**src/rtl/sfq_and_driver.sv**
```systemverilog
// Stimulus driver for a toggle-encoded RSFQ AND cell: sequences a/b/clk pulses with
// programmed spacing, watches the cell's out line and reports result and error flags.
module sfq_and_driver #(
  parameter int DATA_GAP  = 2,
  parameter int SETUP_CYC = 3,
  parameter int OUT_WIN   = 6,
  parameter int HOLD_CYC  = 2,
  parameter int CNT_W     = 16
) (
  input  logic             clk,
  input  logic             rst_n,
  input  logic             req_valid,
  input  logic             req_a,
  input  logic             req_b,
  output logic             req_ready,
  output logic             sfq_a,
  output logic             sfq_b,
  output logic             sfq_clk,
  input  logic             sfq_out,
  output logic             result_valid,
  output logic             result_bit,
  output logic             result_err,
  output logic             spurious_err,
  input  logic             err_clr,
  output logic [CNT_W-1:0] out_pulse_cnt
);

  typedef enum logic [3:0] {
    IDLE, SEND_A, GAP_AB, SEND_B, GAP_CLK, SEND_CLK, WAIT_OUT, REPORT, HOLD
  } state_t;

  state_t      state, state_nx;
  logic [15:0] cnt, cnt_nx;
  logic        lat_a, lat_b;
  logic        sync1, sync2, prev;
  logic        det;
  logic [1:0]  pcnt;

  // Any edge on the synchronised out line is one pulse.
  assign det       = sync2 ^ prev;
  assign req_ready = (state == IDLE);

  always_ff @(posedge clk or negedge rst_n) begin
    if (!rst_n) begin
      state <= IDLE;
      cnt   <= '0;
    end else begin
      state <= state_nx;
      cnt   <= cnt_nx;
    end
  end

  // Shared down-counter: loaded with (cycles-1) on entry, state exits when it hits 0.
  always_comb begin
    state_nx = state;
    cnt_nx   = cnt;
    unique case (state)
      IDLE:     if (req_valid) state_nx = SEND_A;
      SEND_A:   begin state_nx = GAP_AB;   cnt_nx = 16'(DATA_GAP - 1);  end
      GAP_AB:   if (cnt == '0) state_nx = SEND_B;   else cnt_nx = cnt - 16'd1;
      SEND_B:   begin state_nx = GAP_CLK;  cnt_nx = 16'(SETUP_CYC - 1); end
      GAP_CLK:  if (cnt == '0) state_nx = SEND_CLK; else cnt_nx = cnt - 16'd1;
      SEND_CLK: begin state_nx = WAIT_OUT; cnt_nx = 16'(OUT_WIN - 1);   end
      WAIT_OUT: if (cnt == '0) state_nx = REPORT;   else cnt_nx = cnt - 16'd1;
      REPORT: begin
        if (HOLD_CYC == 0) state_nx = IDLE;
        else begin
          state_nx = HOLD;
          cnt_nx   = 16'(HOLD_CYC - 1);
        end
      end
      HOLD:     if (cnt == '0) state_nx = IDLE;     else cnt_nx = cnt - 16'd1;
      default:  state_nx = IDLE;
    endcase
  end

  always_ff @(posedge clk or negedge rst_n) begin
    if (!rst_n) begin
      lat_a         <= 1'b0;
      lat_b         <= 1'b0;
      sfq_a         <= 1'b0;
      sfq_b         <= 1'b0;
      sfq_clk       <= 1'b0;
      sync1         <= 1'b0;
      sync2         <= 1'b0;
      prev          <= 1'b0;
      pcnt          <= 2'd0;
      result_valid  <= 1'b0;
      result_bit    <= 1'b0;
      result_err    <= 1'b0;
      spurious_err  <= 1'b0;
      out_pulse_cnt <= '0;
    end else begin
      sync1 <= sfq_out;
      sync2 <= sync1;
      prev  <= sync2;
      if (state == IDLE && req_valid) begin
        lat_a <= req_a;
        lat_b <= req_b;
      end
      // Skipped pulses still use their slot so latency is data independent.
      if (state == SEND_A   && lat_a) sfq_a <= ~sfq_a;
      if (state == SEND_B   && lat_b) sfq_b <= ~sfq_b;
      if (state == SEND_CLK)          sfq_clk <= ~sfq_clk;
      if (state == SEND_CLK)                          pcnt <= 2'd0;
      else if (state == WAIT_OUT && det && pcnt != 2'd2) pcnt <= pcnt + 2'd1;
      result_valid <= (state == REPORT);
      if (state == REPORT) begin
        result_bit <= (pcnt == 2'd1);
        result_err <= (pcnt != {1'b0, lat_a & lat_b});
      end
      // A new detection beats a same-cycle clear.
      if (det && state != WAIT_OUT) spurious_err <= 1'b1;
      else if (err_clr)             spurious_err <= 1'b0;
      if (det) out_pulse_cnt <= out_pulse_cnt + 1'b1;
    end
  end

endmodule

```
**config.mk**
```make
export PLATFORM = sky130hd
export DESIGN_NAME = sfq_and_driver
export DESIGN_NICKNAME = d
export VERILOG_FILES = /design/src/rtl/sfq_and_driver.sv
export SDC_FILE = /design/constraint.sdc
export NUM_CORES = 1
export LEC_CHECK = 0
export CAP_MARGIN = 20
export CORE_UTILIZATION = 30
export CTS_BUF_LIST = sky130_fd_sc_hd__clkbuf_4 sky130_fd_sc_hd__clkbuf_8
export DETAILED_ROUTE_END_ITERATION = 12
export SETUP_SLACK_MARGIN = 0.5
export SKIP_CTS_REPAIR_TIMING = 1
export SYNTH_ARGS = -nofsm -noshare
export SYNTH_HDL_FRONTEND = slang
export SYNTH_SLANG_ARGS = --single-unit
```
**constraint.sdc**
```tcl
create_clock -name clk -period 4.82 [get_ports clk]
set_input_delay 0.964 -clock clk [delete_from_list [all_inputs] [get_ports clk]]
set_output_delay 0.964 -clock clk [all_outputs]
set_load 0.005 [all_outputs]
```
==> run summary <==
The run finished with clean final reports. Timing would allow up to between 300 and 400 MHz. The share of the clock period used by the worst path came out at 0.617. For this design the static power due to leakage is 1.26 nW. The hold slack is 357 ps. Before antenna repair, the detailed router went through 4 iterations.

The final count of hold timing violations came to 0. In the synthesized netlist the dominant register cell turns out to be sky130_fd_sc_hd__dfrtp_1. Detailed routing inserted a total of 1771 vias. The worst relative slew slack is 0.568. The count of antenna-violating nets left after detailed routing came out at 0.

The data required time of the critical path came out at roughly 3900 ps. The cell sitting at the root of the clock tree is a sky130_fd_sc_hd__clkbuf_8. The fraction of final layout cells with drive strength greater than 1 is 0.0830.

The number of primary I/O pins is 31. The post-route minimum period came out at 2970 ps. Setup violations remaining at the end of the flow were counted as 0.

The count of nets after finishing is around 280. In the global route stage, met2 resource usage came out at 0.185. After synthesis, the cell types taking the most area are sky130_fd_sc_hd__dfrtp_1 51%, sky130_fd_sc_hd__xnor2_1 6.5%, sky130_fd_sc_hd__nor2_1 4.3%, sky130_fd_sc_hd__xor2_1 3.2%, sky130_fd_sc_hd__nand2_1 2.6%.

In this run the worst hold path is classified as reg2reg. The via count of the first global-routing pass came out at 1704. The met1 usage is 0.158.

Power spread over the standard cell area amounts to a little over 600 mW/mm^2. The maximum level of the CTS H-tree is 2. The die covers 0.00848 sq mm.

The worst setup path is captured at a primary output. The mean post-synth cell area came out at about 10 sq um. On the final layout, the worst clock skew is 4.91 ps. The layout-stage area growth over the synthesis result came out at 19.8%. The repair_antennas step left the layout with diodes totalling 0.

VDD sags by at most roughly 0.28 mV. For this configuration, the core starts out at a cell density of 0.312. The mean number of vias per cell came out at 4.83. The global-route wire length before repair is 8000 um.

After detailed routing, the total wire length is 4630 um. At the placement stage, the worst setup path has a slack of approximately 2300 ps. STA puts the critical path data arrival time at 2010 ps.

The cell area after synthesis came out at 0.00243 sq mm. The DRC violation total after the first TritonRoute iteration came out at 90. The total grt overflow came out at 0. The synthesized instance count is 232. The utilization after layout came out at 0.374. Clock latency on the worst-skew pair, taken at its later pin, is 310 ps. The placer's final routability congestion estimate is 0.716. Setup repair after global routing left no endpoint under its margin. The width of the chip came out at 92.1 um. The worst setup path is launched from a flop. The floorplan has 32 rows. The total of buffers placed on input and output ports is 30.

The met3 layer usage reported by global route came out at 0.0257. The CTS clock-pin slew for the worst setup and hold paths is 90 ps. The sum of negative setup slack is 0 ps. The largest net degree at the start of global routing came out at 51. The fraction of synthesized cell area taken by the top area cell type is 0.514. The commonest cells after synthesis are 50 x sky130_fd_sc_hd__dfrtp_1, 28 x sky130_fd_sc_hd__nor2_1, 18 x sky130_fd_sc_hd__xnor2_1. The most common cell in the netlist is sky130_fd_sc_hd__dfrtp_1.

The max-capacitance violation count came out at 0. The highest-utilization routing layer at the global route stage is met2. The number of max-slew violations in the final report is 0. The number of nets in the synthesized netlist came out at 243.

The finished layout holds 367 standard cells, fillers aside. The HPWL after detailed placement is 3230 um. The startpoint-to-endpoint class of the critical path is reg2out. The placeable core region is around 0.0078 sq mm. The setup slack after layout is around 1800 ps.

The register bit total from synthesis came out at 50. The transition time of the tightest slew-check pin is 648 ps. The chip height came out at slightly above 90 um. The number of warnings reported in the yosys synthesis log came out at 0. The async set-reset flop share out of synthesis is 1.00. Of the synthesized area, sequential elements account for 0.514. The number of antenna violations at the first check in global routing was 0.

TritonCTS built the clock tree. In this run the worst path has a maximum fanout of 12. The number of buffers on the longest clock path came out at 2.

The combined global-route utilization of all metal layers came out at 0.118. The DRC violation count after routing is 0. The total instance count after detailed placement came out at 359. The tree built by TritonCTS fans out to 50 sinks. Summed over all instances, the cell type with the most area after synthesis is sky130_fd_sc_hd__dfrtp_1. The synthesized netlist contains 48 unique library cells. The number of enable flip-flop cells after synthesis came out at 0. The number of CTS-inserted buffers came out at 5. In the final routed layout, each cell accounts on average for around 13 um.
==> sequential cells by signal, indices dropped and copies added (netlist names) <==
name	count
sync2	1
cnt	16
pcnt	2
state	4
lat_a	1
spurious_err	1
sfq_clk	1
prev	1
out_pulse_cnt	16
sfq_a	1
sfq_b	1
lat_b	1
sync1	1
result_err	1
result_bit	1
result_valid	1
==> kinds of logic after synthesis <==
kind of cell | synth area share
fa+ha+maj | 0.0206
buf+inv | 0.0329
mux | 0.0180
xor+xnor | 0.0971
compound gates | 0.122
simple gates | 0.195
flops | 0.514
==> where the power goes <==
part | total, mW | switching (mW) | internal, mW | leakage [nW]
Sequential | 0.699 | 0.151 | 0.548 | 0.644
Clock | 0.274 | 0.142 | 0.132 | 0.0544
Combinational | 0.787 | 0.427 | 0.360 | 0.563
Total | 1.76 | 0.720 | 1.04 | 1.26
==> layout by cell type (no fill, tap or decap), drive strengths merged, types with 2 or more instances in the layout <==
| cell | n |
|---|---|
| a2111oi | 2 |
| a21o | 2 |
| a21oi | 13 |
| a31oi | 2 |
| and3 | 2 |
| buf | 2 |
| clkbuf | 7 |
| clkdlybuf4s50 | 29 |
| dfrtp | 50 |
| ha | 4 |
| inv | 7 |
| mux2 | 3 |
| nand2 | 17 |
| nand2b | 4 |
| nand3 | 8 |
| nand4 | 9 |
| nor2 | 28 |
| nor3 | 7 |
| nor4 | 4 |
| o21ai | 11 |
| o21bai | 2 |
| o311ai | 2 |
| o31ai | 3 |
| or3 | 4 |
| xnor2 | 18 |
| xor2 | 9 |
==> layout make-up <==
type | count | area, sq um
repair buffers | 31 | 303
fillers | 791 | 4890
inverters | 7 | 26.3
multi-input cells | 169 | 1100
clock inverters | 1 | 8.76
flip-flops and latches | 50 | 1250
well taps | 102 | 128
clock buffers | 7 | 96.3
==> worst paths after layout <==
check | endpoint | cells past startpoint | slack [ps] | from
setup / recovery | req_ready | 2 | 1850 | state[3]
hold / removal | sync2 | 0 | 360 | sync1
setup reg to reg | cnt[10] | 5 | 2590 | state[3]
hold reg to reg | sync2 | 0 | 360 | sync1
max in group asynchronous | cnt[12] | 2 | 3620 | rst_n
min in group asynchronous | out_pulse_cnt[14] | 2 | 750 | rst_n
==> stage by stage <==
stage / power [mW] / cell area [sq um]
final: 1.76 / 2920
after global routing: 1.90 / 2920
after CTS: 1.78 / 2920
after detailed placement: 1.50 / 2810
after global placement: 1.48 / 2810
after floorplan: 1.29 / 2430
==> routing by layer <==
metal	share of wire	vias up	routed length, um
li1	-	887	-
met1	0.49	842	2270
met2	0.46	35	2110
met3	0.037	7	169
met4	0.016	0	74
met5	0	-	0
==> worst max-delay path, stage by stage, from the launching register on <==
cell and delay [ps]:
sky130_fd_sc_hd__dfrtp_1 510, sky130_fd_sc_hd__nor4_1 580, sky130_fd_sc_hd__clkdlybuf4s50_1 610
Note: power is estimated with default switching activity, not from simulation.
